==> src/rtl/spin_sequencer.sv <==
`default_nettype none
// ============================================================================
// Module      : spin_sequencer
// Description : Spinning-wheel position sequencer with FAST/MEDIUM/SLOW phases.
// Revision    : 1.0 - initial release
// ============================================================================
module spin_sequencer #(
  parameter int N_POS      = 10,
  parameter int FAST_STEPS = 40,
  parameter int MED_STEPS  = 20,
  parameter int SLOW_STEPS = 8
) (
  input  logic        cin,
  input  logic        rst,
  input  logic        start,
  input  logic        fast_tick,
  input  logic        med_tick,
  input  logic        slow_tick,
  output logic [3:0]  pos,
  output logic [15:0] leds,
  output logic        busy,
  output logic        done,
  output logic [3:0]  result
);

  typedef enum logic [2:0] {
    S_IDLE   = 3'd0,
    S_FAST   = 3'd1,
    S_MEDIUM = 3'd2,
    S_SLOW   = 3'd3,
    S_DONE   = 3'd4
  } state_t;

  localparam logic [8:0] c_fast = 9'(FAST_STEPS);
  localparam logic [8:0] c_med  = 9'(MED_STEPS);
  localparam logic [8:0] c_slow = 9'(SLOW_STEPS);
  localparam logic [3:0] c_last = 4'(N_POS - 1);

  state_t     r_state, w_state_nxt;
  logic [2:0] r_sync1, r_sync2, r_dly;
  logic [2:0] w_pulse;
  logic [3:0] r_pos, w_pos_nxt, w_pos_inc;
  logic [3:0] r_jitter;
  logic [3:0] r_extra, w_extra_nxt;
  logic [3:0] r_result, w_result_nxt;
  logic [7:0] r_cnt, w_cnt_nxt;
  logic [8:0] w_cnt_inc, w_slow_target;
  logic       w_act;

  // Tick bits are ordered {slow, med, fast}; a pulse marks each synced rising edge.
  assign w_pulse       = r_sync2 & ~r_dly;
  assign w_cnt_inc     = {1'b0, r_cnt} + 9'd1;
  assign w_slow_target = c_slow + {5'd0, r_extra};
  assign w_pos_inc     = (r_pos == c_last) ? 4'd0 : r_pos + 4'd1;

  always_comb begin
    w_state_nxt  = r_state;
    w_pos_nxt    = r_pos;
    w_cnt_nxt    = r_cnt;
    w_extra_nxt  = r_extra;
    w_result_nxt = r_result;
    w_act        = 1'b0;
    case (r_state)
      S_IDLE: begin
        if (start) begin
          w_state_nxt = S_FAST;
          w_cnt_nxt   = 8'd0;
          w_extra_nxt = r_jitter;
        end
      end
      S_FAST: begin
        if (w_pulse[0]) begin
          w_act     = 1'b1;
          w_cnt_nxt = w_cnt_inc[7:0];
          if (w_cnt_inc == c_fast) begin
            w_state_nxt = S_MEDIUM;
            w_cnt_nxt   = 8'd0;
          end
        end
      end
      S_MEDIUM: begin
        if (w_pulse[1]) begin
          w_act     = 1'b1;
          w_cnt_nxt = w_cnt_inc[7:0];
          if (w_cnt_inc == c_med) begin
            w_state_nxt = S_SLOW;
            w_cnt_nxt   = 8'd0;
          end
        end
      end
      S_SLOW: begin
        if (w_pulse[2]) begin
          w_act     = 1'b1;
          w_cnt_nxt = w_cnt_inc[7:0];
          if (w_cnt_inc == w_slow_target) begin
            w_state_nxt = S_DONE;
          end
        end
      end
      S_DONE: begin
        w_result_nxt = r_pos;
        w_state_nxt  = S_IDLE;
      end
      default: w_state_nxt = S_IDLE;
    endcase
    if (w_act) begin
      w_pos_nxt = w_pos_inc;
    end
  end

  always_ff @(posedge cin) begin
    if (rst) begin
      r_state  <= S_IDLE;
      r_sync1  <= 3'd0;
      r_sync2  <= 3'd0;
      r_dly    <= 3'd0;
      r_pos    <= 4'd0;
      r_jitter <= 4'd0;
      r_extra  <= 4'd0;
      r_result <= 4'd0;
      r_cnt    <= 8'd0;
    end else begin
      r_state  <= w_state_nxt;
      r_sync1  <= {slow_tick, med_tick, fast_tick};
      r_sync2  <= r_sync1;
      r_dly    <= r_sync2;
      r_pos    <= w_pos_nxt;
      r_jitter <= r_jitter + 4'd1;
      r_extra  <= w_extra_nxt;
      r_result <= w_result_nxt;
      r_cnt    <= w_cnt_nxt;
    end
  end

  assign pos    = r_pos;
  assign leds   = 16'd1 << r_pos;
  assign busy   = (r_state == S_FAST) || (r_state == S_MEDIUM) || (r_state == S_SLOW);
  assign done   = (r_state == S_DONE);
  assign result = r_result;

endmodule
`default_nettype wire

==> config.mk <==
export PLATFORM = sky130hd
export DESIGN_NAME = spin_sequencer
export DESIGN_NICKNAME = d
export VERILOG_FILES = /design/src/rtl/spin_sequencer.sv
export SDC_FILE = /design/constraint.sdc
export NUM_CORES = 1
export LEC_CHECK = 0
export CAP_MARGIN = 20
export CORE_UTILIZATION = 25
export CTS_BUF_LIST = sky130_fd_sc_hd__clkbuf_16
export DETAILED_ROUTE_END_ITERATION = 10
export GPL_TIMING_DRIVEN = 1
export PLACE_DENSITY = 0.48
export SLEW_MARGIN = 5
export SYNTH_ARGS = -nofsm -noshare
export SYNTH_HDL_FRONTEND = slang
export SYNTH_SLANG_ARGS = --single-unit
==> constraint.sdc <==
create_clock -name cin -period 3.8 [get_ports cin]
set_input_delay 0.76 -clock cin [delete_from_list [all_inputs] [get_ports cin]]
set_output_delay 0.76 -clock cin [all_outputs]
set_load 0.02 [all_outputs]
==> impl_metrics.tcl, run 1 <==
set metrics [dict create \
    clk_pin_slew_worst_paths_ns 0.06 \
    r2r_cells 7 \
    coreArea_um2 8220 \
    async_flop_share_pct 0 \
    fin_crit_ns 2.84 \
    final_layout_size_suffix_gt1_share_pct 10.2 \
    seq_area_frac_synth_pct 33.8 \
    dr.pass1.iters 4 \
    cts-htree-levels 2 \
    cts_sinks 36 \
    netlist_area_um2 2130 \
    synthTopCellsByCount "36 x dfxtp_1, 26 x nor2_1, 17 x nand2_1" \
    max_freq_mhz 352 \
    wl_um 4760 \
    maxSlewHeadroom_pct 45.4 \
    grt_usage_pct 11.5 \
    grt.overflow.total 0 \
    final_nets 274 \
    setup_viol 0 \
    first_iter_violations 40 \
    gp_congestion 0.759 \
    pwr-share-comb_pct 24.7 \
    cts_buffers 5 \
    min_path_type "reg2reg" \
    place_hpwl_um 3370 \
    start_util_pct 25.9 \
    yosysMostFrequentCell "dfxtp_1" \
    switching_share_pct 31.3 \
    synth_top_area_cell "dfxtp_1" \
    cts_tree "built" \
    dpl_worst_slack_ns 1.14 \
    critPathKind "reg2out" \
    yosys.area.top_type_share_pct 33.8 \
    synthSimpleGateAreaFrac_pct 32.2 \
    antenna-diode-count 0 \
    clkPwrFrac_pct 38.3 \
    cts_resized 0 \
    r2r_end "r_cnt[3]" \
    synth_cell_types 59 \
    vias 1733 \
    synth_edf_count 0 \
    worstPathMaxFanout 14 \
    grt_pass1_vias 1635 \
    synth.area.top_cells "dfxtp_1 34%, mux2i_1 4.7%, nor2_1 4.6%" \
    ys_ff_latch 36 \
    drtAntennaViolNets 0 \
    finalCritPeriodShare_pct 74.7 \
    leakagePower_nw 0.955 \
    required_ns 3.04 \
    antenna_found_initial 0 \
    end_kind "output pin" \
    synth_mux_area_share_pct 5.23 \
    numPortBuffers 31 \
    report.final.slew_viol_count 0 \
    status "finished, final reports clean" \
    finish.utilization_pct 32.3 \
    root_buffer "clkbuf_16" \
    avgSynthCellArea_um2 8.80 \
    drc 0 \
    post_cts.repair.setup_buffers 0 \
    place_inst 361 \
    synth-compound-area-share_pct 16.2 \
    synth_ff_type "dfxtp_1" \
    tightest_slew_ns 0.812 \
    clk_path_buf_depth 2 \
    syn_nets 253 \
    r2r-start "r_cnt[0]" \
    grt_max_degree 20 \
    vias_per_cell 4.70 \
    synth-xor-area-share_pct 4.11 \
    instances_no_fill 369 \
    p_seq_share_pct 37.0 \
    yosys_warnings 0 \
    die_area_um2 8900 \
    ir_worst_vdd_mv 0.207 \
    die_width_um 94.3 \
    tns_ns 0 \
    hold_buffers 0 \
    regToRegSetupSlack_ns 1.15 \
    grt_pass1_wl_um 8040 \
    rsz0062_at_grt "false" \
    holdPathEnd "r_sync2[0]" \
    cap_violations 0 \
    cp-start-kind "register" \
    power.switching_w 0.000389 \
    synth_top_family_by_area "simple AND/OR/NAND/NOR gates" \
    holdPathStages 1 \
    critPathArrivalTime_ns 2.08 \
    die_y_um 94.3 \
    skew_ns 0.00515 \
    rows 33 \
    final_hold_viol_count 0 \
    avgRoutedWirePerCell_um 12.9 \
    powerDensity_nw_per_um2 469 \
    synthAdderAreaFrac_pct 2.94 \
    internal_power_w 0.000855 \
    setup_slack_ns 0.961 \
    area_growth_pct 24.5 \
    ios 32 \
    netlist_instances 242 \
    hp-start "r_sync1[0]" \
    clock_latency_ns 0.28 \
]
-- power groups by stage --
stage	logic, W	clock network [W]	registers (W)
6_report	0.000307	0.000477	0.000460
5_1_grt	0.000334	0.000503	0.000470
4_1_cts	0.000309	0.000487	0.000460
3_5_place_dp	0.000306	0	0.000469
3_3_place_gp	0.000308	0	0.000469
2_1_floorplan	0.000255	0	0.000434
-- metrics by stage --
stage	power (W)	instance area, µm²	hold WS, ns
after floorplan	0.000688	2130	0.414
after global placement	0.000777	2480	0.416
after detailed placement	0.000776	2480	0.424
after CTS	0.00126	2650	0.439
after global routing	0.00131	2650	0.455
final	0.00124	2650	0.434
-- worst max-delay path, cell delays in order, from the launching register on --
cell and delay [ns]:
dfxtp_1 0.64, and2_1 0.23, ha_1 0.15, nor2b_1 0.14, clkdlybuf4s50_1 0.63
-- layer usage --
metal / part of all wire (%) / vias up / GRT usage, % / routed length, µm
met3: 5.6 / 4 / 3.40 / 268
met2: 43 / 34 / 17.7 / 2050
li1: - / 893 / - / -
met4: 0.38 / 0 / 2.31 / 18
met1: 51 / 802 / 15.8 / 2420
met5: 0 / - / 0 / 0
-- worst max-delay path by stage --
stage                  start        to
floorplan             pos[0]   leds[7]
global placement    r_cnt[0]  r_cnt[3]
detailed placement  r_cnt[0]  r_cnt[3]
CTS                   pos[0]   leds[7]
global route          pos[0]   leds[3]
finish                pos[0]   leds[3]
-- final cells by class --
type	count	area, µm²
clock buffer	5	125
fill	860	5560
clock inverter	3	46.3
multi-input combinational	183	1290
tap	105	131
timing repair buffer	32	318
inverter	5	18.8
sequential	36	721
-- sequential cells by signal, summed over array words and instances, names as in the netlist --
| register | flops |
|---|---|
| r_extra | 4 |
| r_jitter | 4 |
| pos | 4 |
| r_sync1 | 3 |
| result | 4 |
| r_sync2 | 3 |
| r_state | 3 |
| r_cnt | 8 |
| r_dly | 3 |
-- cell usage in the layout (no fill, tap or decap), types with 2 or more instances in the layout --
cell and n:
nand3b_1 3, mux2i_1 10, a21o_1 3, and3b_1 2, ha_1 5, a22oi_1 2
clkdlybuf4s50_1 31, nand3_1 7, and4b_1 2, clkbuf_16 5, and2_1 6, xnor2_1 7
a211o_1 3, a211oi_2 3, nor2_1 26, xor2_1 3, a211oi_1 3, dfxtp_1 36
inv_1 5, o21ai_0 2, and4_1 3, and3_1 2, nor3_1 12, a21oi_1 9
nor3_4 2, nor2b_1 13, nand4_1 3, nand2_1 17, nand2b_1 8
-- cells by family (layout without fill, tap and decap cells) --
family	after synthesis	in the layout
DFF	36	36
xor gates and xnor gates	10	10
and+or+nand+nor	117	117
buffers and inverters	23	45
AOI/OAI and AO/OA	40	40
adders and majority gates	5	5
muxes	11	11
Power figures use the tool's default switching activity.
==> run 2, diff against run 1 <==
--- a/config.mk
+++ b/config.mk
@@ -10,7 +10,7 @@
 export CTS_BUF_LIST = sky130_fd_sc_hd__clkbuf_16
 export DETAILED_ROUTE_END_ITERATION = 10
 export GPL_TIMING_DRIVEN = 1
-export PLACE_DENSITY = 0.48
+export PLACE_DENSITY = 0.5
 export SLEW_MARGIN = 5
 export SYNTH_ARGS = -nofsm -noshare
 export SYNTH_HDL_FRONTEND = slang
==> constraint.sdc (replaced) <==
create_clock -name cin -period 2.3 [get_ports cin]
set_input_delay 0.46 -clock cin [delete_from_list [all_inputs] [get_ports cin]]
set_output_delay 0.46 -clock cin [all_outputs]
set_load 0.02 [all_outputs]
==> impl_metrics.tcl, run 2 (synthesized netlist as in run 1, its figures left out) <==
set metrics [dict create \
    vias_per_cell 4.68 \
    hold_buffers 0 \
    ios 32 \
    antenna-diode-count 0 \
    fin_crit_ns 2.19 \
    required_ns 1.84 \
    ir_worst_vdd_mv 0.435 \
    finalCritPeriodShare_pct 95.4 \
    die_width_um 94.3 \
    final_cell_mix "33 x dfxtp_1, 26 x nor2_1, 26 x clkdlybuf4s50_1, 25 x buf_4, 17 x nand2_1" \
    wl_met2_um 2350 \
    max_freq_mhz 456 \
    leakagePower_nw 1.16 \
    drtAntennaViolNets 0 \
    design_area_um2 2860 \
    clk_path_buf_depth 2 \
    critPathSlowestCell "clkdlybuf4s50_1" \
    largest_reg_flops 8 \
    grt_usage_pct 11.6 \
    powerDensity_nw_per_um2 725 \
    regMostFlops "r_cnt" \
    critPathTopFamily "buffers and inverters" \
    grt.overflow.total 0 \
    wl_met3_um 116 \
    gp_congestion 0.770 \
    vias 1840 \
    end_kind "output pin" \
    layout_commonest_cell "dfxtp_1" \
    dr.pass1.iters 4 \
    finish.utilization_pct 34.8 \
    tightest_slew_ns 0.454 \
    maxSlewHeadroom_pct 69.6 \
    skew_ns 0.00470 \
    cap_violations 0 \
    antenna_found_initial 0 \
    place_hpwl_um 3750 \
    grt_pass1_wl_um 8190 \
    wl_um 4890 \
    critPathArrivalTime_ns 1.73 \
    avgRoutedWirePerCell_um 12.5 \
    coreArea_um2 8220 \
    numPortBuffers 31 \
    final_hold_viol_count 0 \
    cp_cell_sequence "buf_4 > nand2b_1 > nor2_1 > clkdlybuf4s50_1" \
    grt_pass1_vias 1706 \
    path_buf_inv 2 \
    die_y_um 94.3 \
    clk_pin_slew_worst_paths_ns 0.05 \
    report.final.slew_viol_count 0 \
    critPathKind "reg2out" \
    worstPathMaxFanout 6 \
    r2r_cells 8 \
    post_cts.repair.setup_buffers 0 \
    met1_length_um 2360 \
    rsz0062_at_grt "false" \
    cts_tree "built" \
    drc 0 \
    setup_viol 0 \
    die_area_um2 8900 \
    cts-htree-levels 2 \
    grt_max_degree 30 \
    postPlaceCellArea_um2 2660 \
    final_nets 298 \
    first_iter_violations 83 \
    clock_latency_ns 0.27 \
    status "finished, final reports clean" \
    cpPeakStageDelay_ns 0.61 \
    cts_buffers 5 \
    cp-start-kind "register" \
    tns_ns 0 \
    holdPathStages 1 \
    crit_cells 4 \
    rows 33 \
    min_path_type "reg2reg" \
    top_layer "met4" \
    cts_sinks 36 \
    area_growth_pct 34.1 \
    cts_resized 0 \
    root_buffer "clkbuf_16" \
    final_layout_size_suffix_gt1_share_pct 18.8 \
    start_util_pct 25.9 \
]
run 2: area by class of cell:
| type | count | area [µm²] |
|---|---|---|
| Tap cell | 105 | 131 |
| Timing Repair Buffer | 56 | 510 |
| Sequential cell | 36 | 724 |
| Inverter | 5 | 18.8 |
| Clock inverter | 3 | 38.8 |
| Clock buffer | 5 | 125 |
| Fill cell | 841 | 5360 |
| Multi-Input combinational cell | 183 | 1310 |
run 2: metrics by stage:
| step | instances | worst slack, ns | power (W) | hold slack [ns] |
|---|---|---|---|---|
| 5_1_grt | 393 | 0.000115 | 0.00219 | 0.466 |
| 2_1_floorplan | 242 | 0.198 | 0.00114 | 0.414 |
| 3_5_place_dp | 385 | 0.0192 | 0.00135 | 0.428 |
| 6_report | 393 | 0.106 | 0.00207 | 0.444 |
| 4_1_cts | 393 | 0.0185 | 0.00211 | 0.448 |
| 3_3_place_gp | 385 | 0.0626 | 0.00135 | 0.428 |
run 2: routing by layer:
| metal | up-vias | global-route usage, % |
|---|---|---|
| li1 | 947 | - |
| met1 | 863 | 15.1 |
| met2 | 25 | 19.2 |
| met3 | 5 | 2.35 |
| met4 | 0 | 3.85 |
| met5 | - | 0 |
run 2: power by group:
group          internal, W  switching, W
Combinational     0.000279      0.000330
Sequential        0.000670     0.0000471
Clock             0.000505      0.000242
run 2: path summary, 6_finish.rpt:
| kind | startpoint | end | slack (ns) |
|---|---|---|---|
| setup reg to reg | r_cnt[0] | r_state[1] | 0.14 |
| setup / recovery | pos[1] | leds[5] | 0.11 |
| hold / removal | r_sync1[0] | r_sync2[0] | 0.44 |
| hold reg to reg | r_sync1[0] | r_sync2[0] | 0.44 |
